--- config.mk ---
export PLATFORM = sky130hd
export DESIGN_NAME = store_drain_ctrl
export DESIGN_NICKNAME = d
export VERILOG_FILES = /design/src/rtl/store_drain_pkg.sv /design/src/rtl/store_drain_fifo.sv /design/src/rtl/store_drain_ctrl.sv
export SDC_FILE = /design/constraint.sdc
export NUM_CORES = 1
export LEC_CHECK = 0
export BUFFER_PORTS_ARGS = -buffer_cell sky130_fd_sc_hd__buf_2
export CAP_MARGIN = 10
export CORE_MARGIN = 1.5
export CORE_UTILIZATION = 60
export CTS_BUF_LIST = sky130_fd_sc_hd__clkbuf_8
export CTS_CLUSTER_DIAMETER = 80
export CTS_CLUSTER_SIZE = 16
export DETAILED_ROUTE_END_ITERATION = 10
export GPL_TIMING_DRIVEN = 0
export PLACE_DENSITY = 0.83
export SYNTH_ARGS = -nofsm -noshare
export SYNTH_HDL_FRONTEND = slang
export SYNTH_HIERARCHICAL = 1
export SYNTH_SLANG_ARGS = --single-unit
--- constraint.sdc ---
create_clock -name clk -period 6.2 [get_ports clk]
set_input_delay 0.31 -clock clk [delete_from_list [all_inputs] [get_ports clk]]
set_output_delay 0.31 -clock clk [all_outputs]
set_load 0.01 [all_outputs]
--- src/rtl/store_drain_pkg.sv ---
// Shared types and constants for the store drain controller: the queued
// entry layout, the drain FSM states and the legal store sizes.
package store_drain_pkg;

    localparam int SD_ADDR_W = 64;
    localparam int SD_DATA_W = 64;

    localparam logic [3:0] SZ_B = 4'd1;
    localparam logic [3:0] SZ_H = 4'd2;
    localparam logic [3:0] SZ_W = 4'd4;
    localparam logic [3:0] SZ_D = 4'd8;

    typedef enum logic {
        IDLE = 1'b0,
        REQ  = 1'b1
    } drain_state_t;

    // Entry layout at the default widths; the controller builds the same
    // layout at its own parameterised widths.
    typedef struct packed {
        logic [SD_ADDR_W-1:0] addr;
        logic [SD_DATA_W-1:0] data;
        logic [3:0]           size;
    } store_drain_entry;

    function automatic logic size_legal(input logic [3:0] sz);
        return (sz == SZ_B) || (sz == SZ_H) || (sz == SZ_W) || (sz == SZ_D);
    endfunction

endpackage

--- src/rtl/store_drain_fifo.sv ---
// Generic in-order circular FIFO with a registered occupancy count kept
// separately from the pointers. A push is accepted while full only when a
// pop happens in the same cycle.
// Optional macro STORE_DRAIN_FWD_EN exposes the head pointer and the raw
// storage so the owner can search queued entries.
module store_drain_fifo
    import store_drain_pkg::*;
#(
    parameter  int DEPTH = 4,
    parameter  int W     = 8,
    localparam int PTR_W = $clog2(DEPTH),
    localparam int CNT_W = $clog2(DEPTH + 1)
) (
    input  logic             clk_i,
    input  logic             rst_i,
    input  logic             push_i,
    input  logic [W-1:0]     wdata_i,
    input  logic             pop_i,
    output logic [W-1:0]     rdata_o,
    output logic [CNT_W-1:0] count_o,
    output logic             full_o,
    output logic             empty_o
`ifdef STORE_DRAIN_FWD_EN
    ,
    output logic [PTR_W-1:0]          head_o,
    output logic [DEPTH-1:0][W-1:0]   entries_o
`endif
);

    logic [DEPTH-1:0][W-1:0] mem_q;
    logic [PTR_W-1:0]        wr_ptr_q, rd_ptr_q;
    logic [CNT_W-1:0]        count_q, count_d;
    logic                    do_push, do_pop;

    assign full_o  = (count_q == CNT_W'(DEPTH));
    assign empty_o = (count_q == '0);
    assign do_pop  = pop_i && !empty_o;
    assign do_push = push_i && (!full_o || do_pop);
    assign rdata_o = mem_q[rd_ptr_q];
    assign count_o = count_q;

`ifdef STORE_DRAIN_FWD_EN
    assign head_o    = rd_ptr_q;
    assign entries_o = mem_q;
`endif

    // Occupancy follows accepted pushes and pops; unchanged when both occur.
    always_comb begin
        count_d = count_q;
        if (do_push && !do_pop) begin
            count_d = count_q + CNT_W'(1);
        end else if (do_pop && !do_push) begin
            count_d = count_q - CNT_W'(1);
        end
    end

    // Pointers and count; pointers wrap naturally at the power-of-two depth.
    always_ff @(posedge clk_i or posedge rst_i) begin
        if (rst_i) begin
            wr_ptr_q <= '0;
            rd_ptr_q <= '0;
            count_q  <= '0;
        end else begin
            if (do_push) wr_ptr_q <= wr_ptr_q + PTR_W'(1);
            if (do_pop)  rd_ptr_q <= rd_ptr_q + PTR_W'(1);
            count_q <= count_d;
        end
    end

    // Entry storage needs no reset; only slots below the count are ever read.
    always_ff @(posedge clk_i) begin
        if (do_push) mem_q[wr_ptr_q] <= wdata_i;
    end

endmodule

--- src/rtl/store_drain_ctrl.sv ---
// Store drain controller: queues committed stores in order and writes them
// to the data cache one at a time over a req/ack handshake. Flushes never
// touch queued stores. Optional macro STORE_DRAIN_FWD_EN adds a
// store-to-load forwarding search over the queued entries.
//
//   state | meaning
//   IDLE  | nothing to drain, mem_req low
//   REQ   | head entry presented on mem_*, waiting for mem_ack
module store_drain_ctrl
    import store_drain_pkg::*;
#(
    parameter  int DEPTH  = 4,
    parameter  int ADDR_W = SD_ADDR_W,
    parameter  int DATA_W = SD_DATA_W,
    localparam int CNT_W  = $clog2(DEPTH + 1)
) (
    input  logic              clk,
    input  logic              reset,
    input  logic              commit_valid,
    input  logic [ADDR_W-1:0] commit_addr,
    input  logic [DATA_W-1:0] commit_data,
    input  logic [3:0]        commit_size,
    input  logic              flush,
    output logic              mem_req,
    output logic [ADDR_W-1:0] mem_addr,
    output logic [DATA_W-1:0] mem_data,
    output logic [3:0]        mem_size,
    input  logic              mem_ack,
    output logic              retire_stall,
    output logic              drain_busy,
    output logic [CNT_W-1:0]  count,
    output logic              err
`ifdef STORE_DRAIN_FWD_EN
    ,
    input  logic [ADDR_W-1:0] ld_addr,
    input  logic [3:0]        ld_size,
    output logic              fwd_hit,
    output logic [DATA_W-1:0] fwd_data
`endif
);

    localparam int PTR_W = $clog2(DEPTH);

    typedef struct packed {
        logic [ADDR_W-1:0] addr;
        logic [DATA_W-1:0] data;
        logic [3:0]        size;
    } entry_t;

    localparam int W = $bits(entry_t);

    drain_state_t     state_q, state_d;
    logic             err_q, err_d;
    entry_t           wr_entry, head_entry;
    logic [CNT_W-1:0] count_q, count_next;
    logic             full, empty;
    logic             legal, pop, push;
    logic             unused_flush;

    // Flush is deliberately ignored: committed stores always drain.
    assign unused_flush = flush;

    assign wr_entry.addr = commit_addr;
    assign wr_entry.data = commit_data;
    assign wr_entry.size = commit_size;

    assign legal = size_legal(commit_size);
    assign pop   = (state_q == REQ) && mem_ack;
    assign push  = commit_valid && legal && (!full || pop);

    // Occupancy as it will be after this edge; lets IDLE launch the request
    // the cycle right after the first push.
    assign count_next = count_q + CNT_W'(push) - CNT_W'(pop);

`ifdef STORE_DRAIN_FWD_EN
    logic [PTR_W-1:0]        fwd_head;
    logic [DEPTH-1:0][W-1:0] fwd_entries;
    logic [PTR_W-1:0]        fwd_idx;
    entry_t                  fwd_e;
`endif

    store_drain_fifo #(
        .DEPTH (DEPTH),
        .W     (W)
    ) u_fifo (
        .clk_i     (clk),
        .rst_i     (reset),
        .push_i    (push),
        .wdata_i   (wr_entry),
        .pop_i     (pop),
        .rdata_o   (head_entry),
        .count_o   (count_q),
        .full_o    (full),
        .empty_o   (empty)
`ifdef STORE_DRAIN_FWD_EN
        ,
        .head_o    (fwd_head),
        .entries_o (fwd_entries)
`endif
    );

    // Next-state and handshake outputs; mem_* are zero outside REQ.
    always_comb begin
        state_d  = state_q;
        mem_req  = 1'b0;
        mem_addr = '0;
        mem_data = '0;
        mem_size = '0;
        unique case (state_q)
            IDLE: begin
                if (count_next != '0) state_d = REQ;
            end
            REQ: begin
                mem_req  = 1'b1;
                mem_addr = head_entry.addr;
                mem_data = head_entry.data;
                mem_size = head_entry.size;
                if (count_next == '0) state_d = IDLE;
            end
            default: state_d = IDLE;
        endcase
    end

    // Sticky error: illegal size, or a push into a full queue with no pop.
    always_comb begin
        err_d = err_q;
        if (commit_valid && (!legal || (full && !pop))) err_d = 1'b1;
    end

    // State and error registers.
    always_ff @(posedge clk or posedge reset) begin
        if (reset) begin
            state_q <= IDLE;
            err_q   <= 1'b0;
        end else begin
            state_q <= state_d;
            err_q   <= err_d;
        end
    end

    assign retire_stall = full;
    assign drain_busy   = !empty;
    assign count        = count_q;
    assign err          = err_q;

`ifdef STORE_DRAIN_FWD_EN
    // Scan oldest to youngest so the last exact match wins.
    always_comb begin
        fwd_hit  = 1'b0;
        fwd_data = '0;
        fwd_idx  = '0;
        fwd_e    = '0;
        for (int k = 0; k < DEPTH; k++) begin
            fwd_idx = fwd_head + PTR_W'(k);
            fwd_e   = fwd_entries[fwd_idx];
            if ((CNT_W'(k) < count_q) && (fwd_e.addr == ld_addr) && (fwd_e.size == ld_size)) begin
                fwd_hit  = 1'b1;
                fwd_data = fwd_e.data;
            end
        end
    end
`endif

endmodule

**Word level (Yosys, flattened, before mapping)**

Cells that the tools add are included.
Widths: inputs -> output; s select.

- Add/subtract/negate cells: 6
- Magnitude comparators: 3
- Equality and inequality tests: 5
- Muxes and demuxes: 14
- Bitwise logic cells: 1
- Reduce and logical (&&, ||, !) cells: 26

Operator list:

| cell | count |
|---|---|
| $bwmux 528 | 1 |
| $bmux 132 s2 | 1 |
| $demux 132 s2 | 1 |
| $mux 132 | 2 |
| $mux 64 | 2 |
| $logic_and 1x1->1 | 10 |
| $logic_not 1->1 | 6 |
| $logic_not 3->1 | 2 |
| $logic_or 1x1->1 | 6 |
| $lt 2x3->1 const B | 2 |
| $mux 3 | 2 |
| $add 2x1->2 const B | 2 |
| $eq 4x1->1 const B | 1 |
| $eq 4x2->1 const B | 1 |
| $eq 4x3->1 const B | 1 |
| $eq 4x4->1 const B | 1 |
| $mux 4 | 1 |
| $add 3x1->3 | 1 |
| $add 3x1->3 const B | 1 |
| $eq 3x3->1 const B | 1 |
| $mux 1 | 3 |
| $reduce_bool 3->1 | 1 |
| $sub 3x1->3 | 1 |
| $sub 3x1->3 const B | 1 |
| other kinds (4) | 4 |

- Register bits: 537
- Input bits: 137
- Word-level logic and storage cells: 64

**Logic depth before layout (Yosys ltp)**

- Depth in word-level cells: 11
- Depth in mapped cells: 10
- Gate-level depth less buffers: 10

**Cells and area by module**

Netlist, hierarchy kept.

By module, submodules not included:

| module | instances | cells an instance | area each (µm²) | sequential area each (µm²) |
|---|---|---|---|---|
| store_drain_fifo | 1 | 726 | 19442.4 | 16030.4 |
| store_drain_ctrl | 1 | 169 | 1104.8 | 50.0 |

**Worst setup path before layout**

Ideal clock, no wire load.

- Kind: flip-flop to flip-flop
- Start: reg u_fifo.count_q[2] (netlist: u_fifo/count_o[2])
- End: reg u_fifo/mem_q[0] (netlist name) (enable)
- Setup time: 0.507 ns
- Data arrival time: 4.459 ns
- Required time: 5.693 ns
- Path slack: 1.235 ns
- Cell stages (with the launch flop): 6
- Buffers on the path: 0
- Cells stage by stage: dfrtp_1 -> nor3b_1 -> a221oi_2 -> and2_1 -> a21boi_2 -> and2_1

- Word-level cells in the longest chain between the ends: 5

Ends and longest elaborated chain:

| element | RTL line | RTL |
|---|---|---|
| start: declaration | store_drain_fifo.sv:32 | `logic [CNT_W-1:0] count_q, count_d;` |
| start signal: assignment | store_drain_fifo.sv:66 | `count_q <= count_d;` |
| $eq 3x3->1 | store_drain_fifo.sv:35 | `assign full_o = (count_q == CNT_W'(DEPTH));` |
| net retire_stall | store_drain_ctrl.sv:29 | `output logic retire_stall,` |
| $logic_not 1->1 | store_drain_ctrl.sv:69 | `assign push = commit_valid && legal && (!full \|\| pop);` |
| $logic_or 1x1->1 | store_drain_ctrl.sv:69 |  |
| $logic_and 1x1->1 | store_drain_ctrl.sv:69 |  |
| net push | store_drain_ctrl.sv:57 | `logic legal, pop, push;` |
| $logic_and 1x1->1 | store_drain_fifo.sv:38 | `assign do_push = push_i && (!full_o \|\| do_pop);` |
| net u_fifo.do_push | store_drain_fifo.sv:33 | `logic do_push, do_pop;` |
| end signal: indexed assignment | store_drain_fifo.sv:72 | `if (do_push) mem_q[wr_ptr_q] <= wdata_i;` |
| end: declaration | store_drain_fifo.sv:30 | `logic [DEPTH-1:0][W-1:0] mem_q;` |

The timed path passes the listed nets, and every way through them passes these cells.
A chain may end at the register's enable or synchronous reset.

**Worst setup path after layout**

- Start: reg state_q
- End: reg u_fifo/mem_q[202] (netlist name) (enable)

- Word-level cells in the longest chain between the ends: 4

Ends and longest elaborated chain:

| element | RTL line | RTL |
|---|---|---|
| start: declaration | store_drain_ctrl.sv:52 | `drain_state_t state_q, state_d;` |
| start signal: assignment | store_drain_ctrl.sv:136 | `state_q <= state_d;` |
| $logic_and 1x1->1 | store_drain_ctrl.sv:68 | `assign pop = (state_q == REQ) && mem_ack;` |
| $logic_or 1x1->1 | store_drain_ctrl.sv:69 |  |
| $logic_and 1x1->1 | store_drain_ctrl.sv:69 |  |
| net push | store_drain_ctrl.sv:57 |  |
| $logic_and 1x1->1 | store_drain_fifo.sv:38 |  |
| net u_fifo.do_push | store_drain_fifo.sv:33 |  |

The timed path passes the listed nets, and every way through them passes these cells.

==> flow_summary_export.csv <==
group,metric,value,unit
route,ant_nets,0,
route,dr.pass1.iters,4,
floorplan,io_pins,276,
clock_tree,clk_latency,560,ps
setup_path,r2r_setup_slack,3060,ps
yosys,synth_top_area_cell,"edfxtp_1",
finish,post-route-util,73.4,%
yosys,synth_seq_cells,537,
hold_path,min_path_type,"in -> async",
route,drt_iter0_drc,751,
global_route,grt_pass1_wl,64.3,mm
place,hpwl,24.9,mm
power,p_clk_share,17.4,%
yosys,synthesis.area,20500,µm²
route,wl,41.7,mm
route,wire_per_inst,23.0,µm
global_route,grt_use_total,24.2,%
sta,rsz0062_at_grt,"no",
setup_path,cpPeakStageDelay,700,ps
finish,nets,1498,
yosys,syn_avg_cell_area,23.0,µm²
power,combPwrFrac,36.0,%
yosys,syn_nets,1041,
yosys,synth_edf_count,528,
clock_tree,cts_buffers,39,
yosys,netlist_top_cells_area,"edfxtp_1 (77%), mux4_2 (14%), and2_1 (4.2%)",
global_route,grt_pass1_vias,11241,
route,vias_per_cell,5.70,
sta,finalSetupViolations,0,
finish,multiInputGateArea,4170,µm²
global_route,gr-total-overflow,0,
clock_tree,clock-sinks,537,
global_route,grt_max_degree,59,
place,portBuffers,274,
place,dpl-instance-area,22700,µm²
power,p_int,0.00658,W
clock_tree,cts_tree,"built",
power,p_sw,0.00282,W
finish,drive_above_1_share,37.0,%
sta,min_period,3140,ps
setup_path,worstPathArrival,3370,ps
place,dpl_worst_slack,3090,ps
clock_tree,clk_pin_slew,100,ps
setup_path,critPathMaxFanout,50,
power,max-vdd-ir-drop,0.263,mV
yosys,synth_warnings,6,
finish,syn2layout_area_growth,20.0,%
sta,finalWorstSetupSlack,3060,ps
yosys,syn-instance-count,895,
sta,maxSlewViolCount,0,
setup_path,crit_chain,"nand2_2 -> a221oi_2 -> and2_1 -> a21boi_2 -> and2_4 -> buf_16",
floorplan,rows,67,
floorplan,core_area,33600,µm²
sta,finalSetupTns,0,ps
sta,final_hold_viol_count,0,
finish,seq_area,16100,µm²
power,p_leak,8.50,nW
setup_path,cp-end-kind,"flop",
clock_tree,cts_buffer_depth,3,
setup_path,path_class,"reg -> reg",
sta,relSlewSlack,48.5,%
floorplan,fp.dieH,188,µm
setup_path,critPathLaunchType,"flop",
power,seqPwrFrac,46.6,%
yosys,yosysUniqueCellTypes,27,
yosys,yosysTopAreaCellShare,77.2,%
sta,fmax,318,MHz
clock_tree,cts_resized,0,
route,drc,0,
clock_tree,clock-root-buffer,"clkbuf_8",
sta,clock_skew,11.8,ps
global_route,antenna_found_initial,4,
yosys,ys_seq_area_share,78.3,%
yosys,synthFlopType,"edfxtp_1",
outcome,status,"complete, no violations",
job,max_cap_violations,0,
clock_tree,htreeDepth,2,
sta,period_share,50.7,%
sta,worstMarginPinSlew,772,ps
setup_path,required,6430,ps
floorplan,die-area,35400,µm²
place,gp_congestion,0.733,
yosys,async_flop_share,1.68,%
finish,final_area,24700,µm²
power,p_per_area,381,nW/µm²
setup_path,crit_path_top_delay_cell,"dfrtp_1",
route,vias,10332,
power,switching_share,30.0,%
finish,fillCellCount,1927,
floorplan,die_x,188,µm
floorplan,start_util,61.1,%
[final timing paths]
kind	from	to	cells after the start
min	reset	state_q	3
max	state_q	u_fifo/mem_q[202]	6
max reg2reg	state_q	u_fifo/mem_q[202]	6
max in group asynchronous	reset	u_fifo/count_o[1]	3
min in group clk	mem_ack	err	4
min reg2reg	err	err	1
[power by group through the flow]
stage	clock [W]	sequential (W)	combinational [W]
6_report	0.00163	0.00438	0.00338
5_1_grt	0.00181	0.00440	0.00364
4_1_cts	0.00167	0.00438	0.00341
3_5_place_dp	0	0.00446	0.00333
3_3_place_gp	0	0.00451	0.00325
2_1_floorplan	0	0.00447	0.00217
[state kept, by name, indices dropped and copies added (netlist names)]
register and count:
u_fifo/mem_q 528, u_fifo/count_o 3, u_fifo/rd_ptr_q 2, u_fifo/wr_ptr_q 2, err 1, state_q 1
[cell usage in the layout (no fill, tap or decap), drive strengths merged, types with 2 or more instances in the layout]
cell,synthesis,final
ha,7,7
inv,12,20
diode,0,5
dlygate4sd3,0,134
mux2,2,2
edfxtp,528,528
xnor2,7,7
fa,2,2
and2,137,137
nand2,2,2
dfrtp,9,9
buf,30,312
xor2,3,3
mux4,132,132
clkbuf,14,55
[cells by family after synthesis]
logic type	synth area share [%]
AOI/OAI and AO/OA	0.207
xor gates and xnor gates	0.426
adders and majority gates	0.621
buffers and inverters	1.51
DFF	78.3
muxes	14.6
and+or+nand+nor	4.40
[worst max-delay path: cells and delay by family (launching register included)]
kind / cells / cell delay [ps]
and+or+nand+nor: 3 / 980
AOI/OAI and AO/OA: 2 / 710
DFF: 1 / 700
buffers and inverters: 1 / 350
[area by class of cell]
cell class,instances,share of cell area (%)
Inverter,12,0.183
Clock buffer,41,2.29
Tap cell,448,2.27
Buffer,44,1.08
Sequential cell,537,65.2
Timing Repair Buffer,416,11.9
Antenna cell,5,0.0507
Multi-Input combinational cell,302,16.9
Clock inverter,8,0.142
[timing repair]
action | in CTS | in global routing
setup buffers | 0 | 0
hold buffers | 134 | 0
endpoints found under the hold margin | 536 | 0
endpoints found under the setup margin | 0 | 0
[Yosys cell counts (2+ instances only)]
library cell  count
and2_1          137
buf_2            21
buf_6             8
clkbuf_1          6
clkbuf_2          8
dfrtp_1           9
edfxtp_1        528
fa_1              2
ha_1              7
inv_1            12
mux2_2            2
mux4_2          132
xnor2_1           7
xor2_1            3
[layer usage]
metal  part of all wire (%)  track usage [%]
met1                     39             32.1
met5                      0                0
met2                     50             40.7
met3                    7.9             5.67
met4                    2.6             6.86
[stage by stage]
step	hold WS (ps)	cells	total power (W)
detailed placement	174	1625	0.00779
CTS	109	1808	0.00946
global route	136	1812	0.00986
floorplan	51.2	895	0.00664
finish	171	1813	0.00940
global placement	172	1617	0.00777
(Power assumes the default switching activity.)
